===== src/rtl/mem_port_arbiter.sv =====
// Arbitrates an instruction port and a data port onto one single-port SRAM with 1-cycle read latency.
// Data normally wins; a waiting instruction request is granted after STARVE_MAX consecutive data grants.
module mem_port_arbiter #(
   parameter int ADDR_W     = 64,
   parameter int DATA_W     = 64,
   parameter int STARVE_MAX = 4
) (
   input  logic                clock,
   input  logic                reset,
   input  logic                i_req,
   input  logic [DATA_W/8-1:0] i_we,
   input  logic [ADDR_W-1:0]   i_addr,
   input  logic [DATA_W-1:0]   i_wdata,
   output logic                i_ack,
   output logic [DATA_W-1:0]   i_rdata,
   input  logic                d_req,
   input  logic [DATA_W/8-1:0] d_we,
   input  logic [ADDR_W-1:0]   d_addr,
   input  logic [DATA_W-1:0]   d_wdata,
   output logic                d_ack,
   output logic [DATA_W-1:0]   d_rdata,
   output logic                m_en,
   output logic [DATA_W/8-1:0] m_we,
   output logic [ADDR_W-1:0]   m_addr,
   output logic [DATA_W-1:0]   m_wdata,
   input  logic [DATA_W-1:0]   m_rdata,
   output logic [31:0]         conflict_cnt
);

   localparam int SC_W = (STARVE_MAX < 1) ? 1 : $clog2(STARVE_MAX + 1);
   localparam logic [SC_W-1:0] STARVE_LIM = SC_W'(STARVE_MAX);

   typedef enum logic [1:0] {
      IDLE   = 2'd0,
      RESP_I = 2'd1,
      RESP_D = 2'd2
   } state_t;

   state_t          state;
   state_t          next_state;
   logic [SC_W-1:0] starve_cnt;
   logic [31:0]     conflict_cnt_q;
   logic            grant_i;
   logic            grant_d;

   assign conflict_cnt = conflict_cnt_q;

   // Next-state, arbitration and SRAM/response drive; everything is gated to 0 under reset.
   always_comb begin
      next_state = state;
      grant_i    = 1'b0;
      grant_d    = 1'b0;
      m_en       = 1'b0;
      m_we       = '0;
      m_addr     = '0;
      m_wdata    = '0;
      i_ack      = 1'b0;
      i_rdata    = '0;
      d_ack      = 1'b0;
      d_rdata    = '0;
      if (reset) begin
         next_state = IDLE;
      end else begin
         case (state)
            IDLE: begin
               if (i_req && (!d_req || (starve_cnt == STARVE_LIM))) begin
                  grant_i    = 1'b1;
                  m_en       = 1'b1;
                  m_we       = i_we;
                  m_addr     = i_addr;
                  m_wdata    = i_wdata;
                  next_state = RESP_I;
               end else if (d_req) begin
                  grant_d    = 1'b1;
                  m_en       = 1'b1;
                  m_we       = d_we;
                  m_addr     = d_addr;
                  m_wdata    = d_wdata;
                  next_state = RESP_D;
               end else begin
                  next_state = IDLE;
               end
            end
            RESP_I: begin
               i_ack      = 1'b1;
               i_rdata    = m_rdata;
               next_state = IDLE;
            end
            RESP_D: begin
               d_ack      = 1'b1;
               d_rdata    = m_rdata;
               next_state = IDLE;
            end
            default: begin
               next_state = IDLE;
            end
         endcase
      end
   end

   // State, starvation counter and saturating conflict counter.
   always_ff @(posedge clock) begin
      if (reset) begin
         state          <= IDLE;
         starve_cnt     <= '0;
         conflict_cnt_q <= 32'd0;
      end else begin
         state <= next_state;
         // A grant to inst, or inst not waiting while idle, ends the starvation window.
         if (grant_i || ((state == IDLE) && !i_req)) begin
            starve_cnt <= '0;
         end else if (grant_d && (starve_cnt != STARVE_LIM)) begin
            starve_cnt <= starve_cnt + {{(SC_W-1){1'b0}}, 1'b1};
         end else begin
            starve_cnt <= starve_cnt;
         end
         if ((state == IDLE) && i_req && d_req && (conflict_cnt_q != 32'hFFFF_FFFF)) begin
            conflict_cnt_q <= conflict_cnt_q + 32'd1;
         end else begin
            conflict_cnt_q <= conflict_cnt_q;
         end
      end
   end

endmodule

===== config.mk =====
export PLATFORM = sky130hd
export DESIGN_NAME = mem_port_arbiter
export DESIGN_NICKNAME = d
export VERILOG_FILES = /design/src/rtl/mem_port_arbiter.sv
export SDC_FILE = /design/constraint.sdc
export NUM_CORES = 1
export LEC_CHECK = 0
export CAP_MARGIN = 20
export CORE_AREA = 2 2 251 253
export CTS_BUF_LIST = sky130_fd_sc_hd__clkbuf_16
export DETAILED_ROUTE_END_ITERATION = 10
export DIE_AREA = 0 0 253 255
export PLACE_DENSITY = 0.33
export SYNTH_ARGS = -nofsm -noshare
export SYNTH_HDL_FRONTEND = slang
export SYNTH_SLANG_ARGS = --single-unit

===== constraint.sdc =====
create_clock -name clock -period 2.1 [get_ports clock]
set_input_delay 0.42 -clock clock [delete_from_list [all_inputs] [get_ports clock]]
set_output_delay 0.42 -clock clock [all_outputs]
set_load 0.02 [all_outputs]

==> results of run 1 <==
cell families (layout without fill, tap and decap cells):
family / Yosys count / count (layout)
DFF: 37 / 37
buffers and inverters: 61 / 873
muxes: 2 / 2
other: 0 / 7
and+or+nand+nor: 239 / 240
adders and majority gates: 3 / 3
AOI/OAI and AO/OA: 202 / 202
worst max-delay path: stages (launching register included):
cell,delay [ps]
sky130_fd_sc_hd__dfxtp_2,330
sky130_fd_sc_hd__inv_2,50
sky130_fd_sc_hd__ha_4,170
sky130_fd_sc_hd__nand2_4,70
sky130_fd_sc_hd__nand2_4,50
sky130_fd_sc_hd__and3_4,230
sky130_fd_sc_hd__buf_6,140
sky130_fd_sc_hd__buf_6,130
sky130_fd_sc_hd__buf_8,120
sky130_fd_sc_hd__buf_6,110
sky130_fd_sc_hd__a22o_4,230
sky130_fd_sc_hd__buf_12,140
per-stage QoR:
| stage | util | TNS, ps | hold WS [ps] | setup slack (ps) |
|---|---|---|---|---|
| final | 0.254 | -55610 | 510 | -381 |
| after detailed placement | 0.201 | -211980 | 497 | -1030 |
| after global routing | 0.254 | -73820 | 522 | -443 |
| after floorplan | - | -215 | 453 | -2.93 |
| after CTS | 0.245 | -63500 | 508 | -376 |
| after global placement | 0.201 | -220020 | 484 | -1110 |
registers in the layout, summed over array words and instances, names as in the netlist:
signal / count
conflict_cnt: 32
starve_cnt: 3
state: 2
timing repair:
| item | 4_1_cts | 5_1_grt |
|---|---|---|
| gates cloned | 22 | 6 |
| setup buffers | 94 | 29 |
| setup endpoints to repair | 270 | 293 |
| pin swaps | 90 | 86 |
| gates resized for setup | 1569 | 172 |
final timing paths:
| check | slack (ps) | from | end |
|---|---|---|---|
| max | -380 | starve_cnt[0] | m_wdata[30] |
| min | 510 | conflict_cnt[22] | conflict_cnt[22] |
| max reg2reg | 100 | conflict_cnt[9] | conflict_cnt[16] |
| min reg2reg | 510 | conflict_cnt[22] | conflict_cnt[22] |
synthesized netlist by cell type (all sizes together), types with 5 or more instances:
| cell | count |
|---|---|
| o21ai | 7 |
| nand4 | 14 |
| and2 | 130 |
| nor3 | 5 |
| dfxtp | 37 |
| or4 | 23 |
| nand2 | 15 |
| inv | 5 |
| a22o | 136 |
| a21oi | 32 |
| o31ai | 22 |
| nor4 | 5 |
| nand3 | 16 |
| nor2 | 7 |
| clkbuf | 48 |
| buf | 8 |
power breakdown:
part	leakage [uW]	internal, uW	switching, uW
Sequential	0.000305	708	4.61
Clock	0.0000797	552	321
Combinational	0.00616	1570	1050
Total	0.00655	2830	1380
area by class of cell:
cell class | instances | area [sq um] | area share
timing repair buffer | 861 | 9740 | 0.618
multi-input combinational | 447 | 4080 | 0.259
tap | 799 | 1000 | 0.0634
sequential | 37 | 757 | 0.0480
clock buffer | 5 | 125 | 0.00793
clock inverter | 2 | 35.0 | 0.00222
inverter | 5 | 18.8 | 0.00119
antenna | 7 | 17.5 | 0.00111
metal layers:
layer | global-route usage | vias up | share of wire
met2 | 0.249 | 345 | 0.50
met3 | 0.0454 | 28 | 0.081
met1 | 0.182 | 3822 | 0.41
met5 | 0 | - | 0.00045
li1 | - | 3752 | -
met4 | 0.0221 | 4 | 0.0061
==> impl_metrics.tcl, run 1 <==
set metrics [dict create \
    layout.cells.most_common_list "sky130_fd_sc_hd__clkdlybuf4s50_1, sky130_fd_sc_hd__buf_6, sky130_fd_sc_hd__and2_4" \
    port_buffers 638 \
    drv.max_cap_violation_count 0 \
    synthToLayoutAreaGrowth_pct 278 \
    grt_pass1_wl_um 65900 \
    critical_path_arrival_ps 2060 \
    share_of_final_layout_standard_cells_stronger_than_drive_strength_1 0.531 \
    power.leakage_uw 0.00655 \
    floorplan.io_pins 639 \
    synth.top_cells.by_area "sky130_fd_sc_hd__a22o_1, sky130_fd_sc_hd__and2_1, sky130_fd_sc_hd__dfxtp_1" \
    start_util 0.0671 \
    clk_pin_slew_ps 60 \
    finalWorstPathRequiredPeriod_ps 2480 \
    synth_seq_area_share 0.178 \
    vias_per_cell 3.68 \
    total_placed_instance_area_sq_um 12500 \
    cts_inserted_buffers 5 \
    hold_class "flop to flop" \
    fraction_of_the_cycle_the_final_worst_path_needs 1.18 \
    drcViolationCount 0 \
    antenna_violation_net_count_after_detailed_routing 0 \
    placed_cells 2034 \
    layout_commonest_cell "sky130_fd_sc_hd__clkdlybuf4s50_1" \
    die_area_sq_um 64500 \
    die_w_um 253 \
    via_count 7951 \
    syn-instance-count 544 \
    drt_pass1_iterations 4 \
    fin_worst_skew_ps 9.54 \
    main_combinational_cell_family_by_area_after_synthesis "compound AO/OA/AOI/OAI gates" \
    yosysTopAreaCell "sky130_fd_sc_hd__a22o_1" \
    hold-path-cell-count 2 \
    post_synth_instance_area_sq_um 4170 \
    slew_of_the_pin_with_the_lowest_slew_margin_ps 642 \
    synth_xor_area_frac 0 \
    yosysWarnings 0 \
    critical_path_endpoint_category "output pin" \
    totalWireLength_um 51000 \
    skew_pair_late_insertion_delay_ps 290 \
    die-height_um 255 \
    timing.fmax_mhz 403 \
    timing.final.hold_violations 0 \
    maximum_number_of_pins_on_one_net_before_global_route_repair 38 \
    yosys.cell_types.count 45 \
    final_nets 1700 \
    cp.required_ps 1680 \
    synth_fp_nets 887 \
    final-setup-viol-count 249 \
    slew-limit-headroom 0.569 \
    yosys.area_share.simple 0.366 \
    grt_setup_unrepaired "yes" \
    r2r_worst_path_depth 6 \
    floorplan.core_area_sq_um 62200 \
    weighted_congestion_reported_at_the_end_of_routability_driven_placement 0.798 \
    ys_seq_elements 37 \
    async_flop_share 0 \
    grt_util_all_layers 0.145 \
    clk_root_buffer_cell "sky130_fd_sc_hd__clkbuf_16" \
    postLayoutCellArea_sq_um 15800 \
    category_of_the_critical_setup_timing_path "flop to output pin" \
    dp_hpwl_um 40800 \
    synth.area.mux_share 0.00540 \
    yosys_most_used_dff "sky130_fd_sc_hd__dfxtp_1" \
    synth_edf_count 0 \
    ctsHtreeMaxLevel 2 \
    fin_total_pwr_uw 4210 \
    max-vdd-ir-drop_mv 0.233 \
    slew_viol_final 0 \
    num-fill-cells 6755 \
    wl_per_cell_um 23.6 \
    row_count 92 \
    synth_top_area_share 0.286 \
    number_of_sinks_handled_by_clock_tree_synthesis 37 \
    grt-ovfl-total 0 \
    crit_path_start_kind "flop" \
    synth_compound_area_frac 0.384 \
    worst_case_setup_margin_in_the_final_layout_ps -381 \
    synth_adder_area_share 0.00900 \
    synth_area_per_cell_sq_um 7.66 \
    finalNonFillerCells 2163 \
    result_of_the_run "complete, but fails checks" \
    cts_tree "done" \
    critical_path_peak_fanout 4 \
    number_of_antenna_violations_at_the_first_check_in_global_routing 14 \
    number_of_buffers_inserted_for_hold_repair_after_clock_tree_synthesis 0 \
    clockBufferDepth 2 \
    p_per_area_nw_per_um2 267 \
    first_global_vias 8293 \
    detailedRoute.firstIterationViolations 250 \
    violations "setup timing" \
]
Power figures use the tool's default switching activity.
==> inputs of run 2 (changes only) <==
==> constraint.sdc (replaced) <==
create_clock -name clock -period 2.1 [get_ports clock]
set_input_delay 0.63 -clock clock [delete_from_list [all_inputs] [get_ports clock]]
set_output_delay 0.63 -clock clock [all_outputs]
set_load 0.02 [all_outputs]
==> impl_metrics.tcl, run 2 (synthesized netlist as in run 1, its figures left out) <==
set metrics [dict create \
    number_of_antenna_violations_at_the_first_check_in_global_routing 13 \
    power.share.combinational 0.674 \
    grt-ovfl-total 0 \
    wl_per_cell_um 26.4 \
    detailedRoute.firstIterationViolations 283 \
    crit_slowest_cell "sky130_fd_sc_hd__and3_4" \
    regToRegStartpoint "conflict_cnt[22]" \
    final_nets 1692 \
    ctsHtreeMaxLevel 2 \
    startpoint "reset" \
    hp-start "conflict_cnt[22]" \
    fraction_of_the_cycle_the_final_worst_path_needs 1.29 \
    sequentialPowerShare 0.159 \
    drv.max_cap_violation_count 0 \
    crit_path_start_kind "input pin" \
    drcViolationCount 0 \
    worst_path_buf_inv 6 \
    category_of_the_critical_setup_timing_path "input pin to output pin" \
    dp_hpwl_um 45300 \
    die_area_sq_um 64500 \
    finalWorstPathRequiredPeriod_ps 2710 \
    layout.cells.most_common_list "sky130_fd_sc_hd__clkdlybuf4s50_1, sky130_fd_sc_hd__buf_6, sky130_fd_sc_hd__a22o_4" \
    cts_tree "done" \
    cp.required_ps 1470 \
    critical_path_endpoint_category "output pin" \
    largest_register_ffs 32 \
    result_of_the_run "complete, but fails checks" \
    skew_pair_late_insertion_delay_ps 290 \
    internal-power_uw 2950 \
    dpl_worst_slack_ps -1340 \
    final-setup-viol-count 266 \
    power.leakage_uw 0.00723 \
    ff2ff_setup_slack_ps 120 \
    clockBufferDepth 2 \
    row_count 92 \
    share_of_final_layout_standard_cells_stronger_than_drive_strength_1 0.583 \
    worst_r2r_endpoint "conflict_cnt[6]" \
    grt_pass1_wl_um 71700 \
    critical_path_arrival_ps 2080 \
    slew-limit-headroom 0.586 \
    totalWireLength_um 56800 \
    maximum_number_of_pins_on_one_net_before_global_route_repair 38 \
    r2r_worst_path_depth 7 \
    via_count 7993 \
    worst_case_setup_margin_in_the_final_layout_ps -605 \
    grt_setup_unrepaired "yes" \
    critical-path-top-cell-by-count "sky130_fd_sc_hd__buf_12" \
    clk_pin_slew_ps 50 \
    die_w_um 253 \
    clk_root_buffer_cell "sky130_fd_sc_hd__clkbuf_16" \
    critical_path_peak_fanout 6 \
    vias_per_cell 3.71 \
    fin_worst_skew_ps 9.89 \
    critical_path.cell_chain "buf_8, nor3_4, and3_4, buf_12, buf_16, buf_12, buf_4, a22o_4, buf_12" \
    p_clk_frac 0.167 \
    die-height_um 255 \
    fin_total_pwr_uw 4480 \
    weighted_congestion_reported_at_the_end_of_routability_driven_placement 0.780 \
    floorplan.core_area_sq_um 62200 \
    hold_class "flop to flop" \
    worst_path_dominant_cell_family "buffers and inverters" \
    number_of_sinks_handled_by_clock_tree_synthesis 37 \
    layout_commonest_cell "sky130_fd_sc_hd__clkdlybuf4s50_1" \
    hold-path-endpoint "conflict_cnt[22]" \
    critPathMaxStageDelay_ps 350 \
    antenna_violation_net_count_after_detailed_routing 0 \
    max-vdd-ir-drop_mv 0.258 \
    cts_inserted_buffers 5 \
    synthToLayoutAreaGrowth_pct 305 \
    hold-path-cell-count 2 \
    slew_of_the_pin_with_the_lowest_slew_margin_ps 616 \
    drt_pass1_iterations 4 \
    timing.final.hold_violations 0 \
    start_util 0.0671 \
    grt_util_all_layers 0.164 \
    netSwitchingFraction 0.340 \
    first_global_vias 8046 \
    violations "setup timing" \
    p_per_area_nw_per_um2 265 \
    port_buffers 638 \
    power_switching_uw 1520 \
    timing.fmax_mhz 370 \
    slew_viol_final 0 \
    floorplan.io_pins 639 \
]
-- run 2: cell types whose count changed in the layout (fill, tap and decap cells not counted), moves of 7 or more --
cell	before	now
sky130_fd_sc_hd__dfxtp_1	24	32
sky130_fd_sc_hd__dfxtp_2	13	5
sky130_fd_sc_hd__and2_1	11	1
sky130_fd_sc_hd__buf_6	300	248
sky130_fd_sc_hd__buf_12	53	93
sky130_fd_sc_hd__buf_4	80	88
sky130_fd_sc_hd__a22o_1	92	1
sky130_fd_sc_hd__buf_16	15	22
sky130_fd_sc_hd__a22o_4	44	135
sky130_fd_sc_hd__buf_2	11	2
-- run 2: worst min-delay path, stage by stage (launching register included) --
cell and delay [ps]:
sky130_fd_sc_hd__dfxtp_1 330, sky130_fd_sc_hd__o31ai_1 70, sky130_fd_sc_hd__a21oi_1 60
-- run 2: cell type report --
| class | instances | area (sq um) |
|---|---|---|
| antenna | 4 | 10.0 |
| tap | 799 | 1000 |
| timing repair buffer | 854 | 10200 |
| multi-input combinational | 446 | 4790 |
| sequential | 37 | 747 |
| inverter | 5 | 18.8 |
| fill | 6574 | 45300 |
| clock buffer | 5 | 125 |
| clock inverter | 2 | 11.3 |
-- run 2: per-layer routing --
layer | GRT usage | vias to the layer above | part of all wire
li1 | - | 3737 | -
met4 | 0.0472 | 10 | 0.029
met2 | 0.270 | 388 | 0.47
met5 | 0 | - | 0.0012
met3 | 0.0647 | 50 | 0.096
met1 | 0.196 | 3808 | 0.40
-- run 2: worst max-delay path by stage --
| stage | endpoint | slack (ps) | depth (start not counted) |
|---|---|---|---|
| final | m_addr[11] | -610 | 9 |
| after global routing | m_addr[11] | -650 | 10 |
| after CTS | m_wdata[56] | -610 | 9 |
| after detailed placement | m_we[7] | -1340 | 8 |
| after global placement | m_we[7] | -1280 | 8 |
| after floorplan | m_addr[10] | -20 | 5 |
-- run 2: timing repair --
item                                    4_1_cts  5_1_grt
endpoints found under the setup margin      297      288
pin swaps                                    41       97
hold buffers                                  0        0
setup buffers                                85       19
cloned                                       31        2
resized for setup                          1385      168
-- run 2: through the flow --
step / TNS (ps) / area [sq um] / utilization / hold WS [ps] / instances
2_1_floorplan: -1920 / 5890 / - / 464 / 544
4_1_cts: -113150 / 16600 / 0.267 / 503 / 2147
6_report: -121940 / 16900 / 0.271 / 506 / 2152
3_3_place_gp: -310910 / 14000 / 0.226 / 484 / 2027
3_5_place_dp: -318080 / 14000 / 0.226 / 495 / 2027
5_1_grt: -136080 / 16900 / 0.271 / 523 / 2150
-- run 2: power by group through the flow --
stage | registers [uW] | clock network [uW] | logic (uW)
after CTS | 711 | 780 | 3020
after detailed placement | 726 | 0 | 2500
after global placement | 726 | 0 | 2500
after floorplan | 730 | 0 | 897
after global routing | 711 | 821 | 3130
final | 711 | 749 | 3020
==> inputs of run 3 (changes only) <==
RECOVER_POWER = 25   (was default)
==> impl_metrics.tcl, run 3 (synthesized netlist as in run 1, its figures left out) <==
set metrics [dict create \
    total_placed_instance_area_sq_um 14000 \
    weighted_congestion_reported_at_the_end_of_routability_driven_placement 0.780 \
    hold-path-cell-count 2 \
    layout_commonest_cell "sky130_fd_sc_hd__clkdlybuf4s50_1" \
    grt-ovfl-total 0 \
    ctsHtreeMaxLevel 2 \
    num-fill-cells 6585 \
    clk_root_buffer_cell "sky130_fd_sc_hd__clkbuf_16" \
    totalWireLength_um 56800 \
    startpoint "starve_cnt[0]" \
    first_global_vias 8046 \
    power.leakage_uw 0.00711 \
    slew_of_the_pin_with_the_lowest_slew_margin_ps 611 \
    drt_pass1_iterations 4 \
    placed_cells 2027 \
    via_count 7999 \
    die_area_sq_um 64500 \
    dpl_worst_slack_ps -1340 \
    clk_pin_slew_ps 60 \
    number_of_buffers_inserted_for_hold_repair_after_clock_tree_synthesis 0 \
    die_w_um 253 \
    critical_path_peak_fanout 6 \
    r2r_worst_path_depth 6 \
    max-vdd-ir-drop_mv 0.260 \
    timing.final.hold_violations 0 \
    antenna_violation_net_count_after_detailed_routing 0 \
    worst_case_setup_margin_in_the_final_layout_ps -583 \
    floorplan.core_area_sq_um 62200 \
    maximum_number_of_pins_on_one_net_before_global_route_repair 38 \
    grt_util_all_layers 0.164 \
    result_of_the_run "complete, but fails checks" \
    p_per_area_nw_per_um2 266 \
    skew_pair_late_insertion_delay_ps 290 \
    floorplan.io_pins 639 \
    crit_path_start_kind "flop" \
    detailedRoute.firstIterationViolations 267 \
    die-height_um 255 \
    drcViolationCount 0 \
    vias_per_cell 3.72 \
    number_of_antenna_violations_at_the_first_check_in_global_routing 13 \
    port_buffers 638 \
    dp_hpwl_um 45300 \
    layout.cells.most_common_list "sky130_fd_sc_hd__clkdlybuf4s50_1, sky130_fd_sc_hd__buf_6, sky130_fd_sc_hd__a22o_4" \
    cts_tree "done" \
    number_of_sinks_handled_by_clock_tree_synthesis 37 \
    slew-limit-headroom 0.589 \
    critical_path_arrival_ps 2050 \
    largest_register_ffs 32 \
    finalWorstPathRequiredPeriod_ps 2680 \
    critical_path_endpoint_category "output pin" \
    grt_setup_unrepaired "yes" \
    hold-path-endpoint "conflict_cnt[22]" \
    grt_pass1_wl_um 71700 \
    final_nets 1692 \
    wl_per_cell_um 26.4 \
    regToRegStartpoint "conflict_cnt[2]" \
    cp.required_ps 1470 \
    finalNonFillerCells 2152 \
    fraction_of_the_cycle_the_final_worst_path_needs 1.28 \
    timing.fmax_mhz 373 \
    multiInputGateArea_sq_um 4780 \
    violations "setup timing" \
    ff2ff_setup_slack_ps -70 \
    category_of_the_critical_setup_timing_path "flop to output pin" \
    hp-start "conflict_cnt[22]" \
    start_util 0.0671 \
    row_count 92 \
    postLayoutCellArea_sq_um 16800 \
    finish.utilization 0.270 \
    synthToLayoutAreaGrowth_pct 303 \
    worst_r2r_endpoint "conflict_cnt[5]" \
    fin_worst_skew_ps 8.66 \
    cts_inserted_buffers 5 \
    fin_tns_setup_ps -119660 \
    clockBufferDepth 2 \
    sequential_cell_area_sq_um 746 \
    drv.max_cap_violation_count 0 \
    hold_class "flop to flop" \
    slew_viol_final 0 \
    final-setup-viol-count 279 \
    share_of_final_layout_standard_cells_stronger_than_drive_strength_1 0.582 \
]
## run 3: metal layers
metal,track usage,share of wire,vias to the layer above
met5,0,0.0012,-
met4,0.0472,0.029,10
met3,0.0647,0.096,51
met2,0.270,0.47,390
met1,0.196,0.40,3811
li1,-,-,3737
## run 3: how the worst max path moves through the flow
stage / to / slack, ps / cells after the start
2_1_floorplan: m_addr[10] / -20 / 5
3_3_place_gp: m_we[7] / -1280 / 8
3_5_place_dp: m_we[7] / -1340 / 8
4_1_cts: m_wdata[56] / -610 / 9
5_1_grt: m_addr[11] / -650 / 10
6_report: m_addr[11] / -580 / 10
## run 3: what timing repair did
item	in CTS	in global routing
cloned	31	2
buffers inserted	85	19
pin swaps	41	97
gates resized for setup	1385	168
setup endpoints to repair	297	288
## run 3: stage by stage
stage          power [uW]  hold WS [ps]
5_1_grt              4660           520
4_1_cts              4510           503
2_1_floorplan        1630           464
3_5_place_dp         3220           495
3_3_place_gp         3230           484
6_report             4480           500
## run 3: layout make-up
| class | instances | area share |
|---|---|---|
| repair buffers | 854 | 0.602 |
| multi-input cells | 446 | 0.284 |
| well taps | 799 | 0.0595 |
| flip-flops and latches | 37 | 0.0444 |
| clock buffers | 5 | 0.00744 |
| inverters | 5 | 0.00112 |
| clock inverters | 2 | 0.000670 |
| diodes | 4 | 0.000595 |
## run 3: report_power, final
group	leakage, uW	total (uW)	internal (uW)	switching [uW]
registers	0.000300	711	708	3.82
clock network	0.0000634	753	430	323
logic	0.00675	3010	1820	1200
total	0.00711	4480	2950	1530
## run 3: critical path, cell delays in order (launching register included)
cell and delay [ps]:
sky130_fd_sc_hd__dfxtp_2 320, sky130_fd_sc_hd__inv_2 70, sky130_fd_sc_hd__ha_4 140, sky130_fd_sc_hd__nand3_2 70, sky130_fd_sc_hd__and3_4 220, sky130_fd_sc_hd__buf_12 150
sky130_fd_sc_hd__buf_16 140, sky130_fd_sc_hd__buf_12 130, sky130_fd_sc_hd__buf_4 130, sky130_fd_sc_hd__a22o_4 240, sky130_fd_sc_hd__buf_12 140
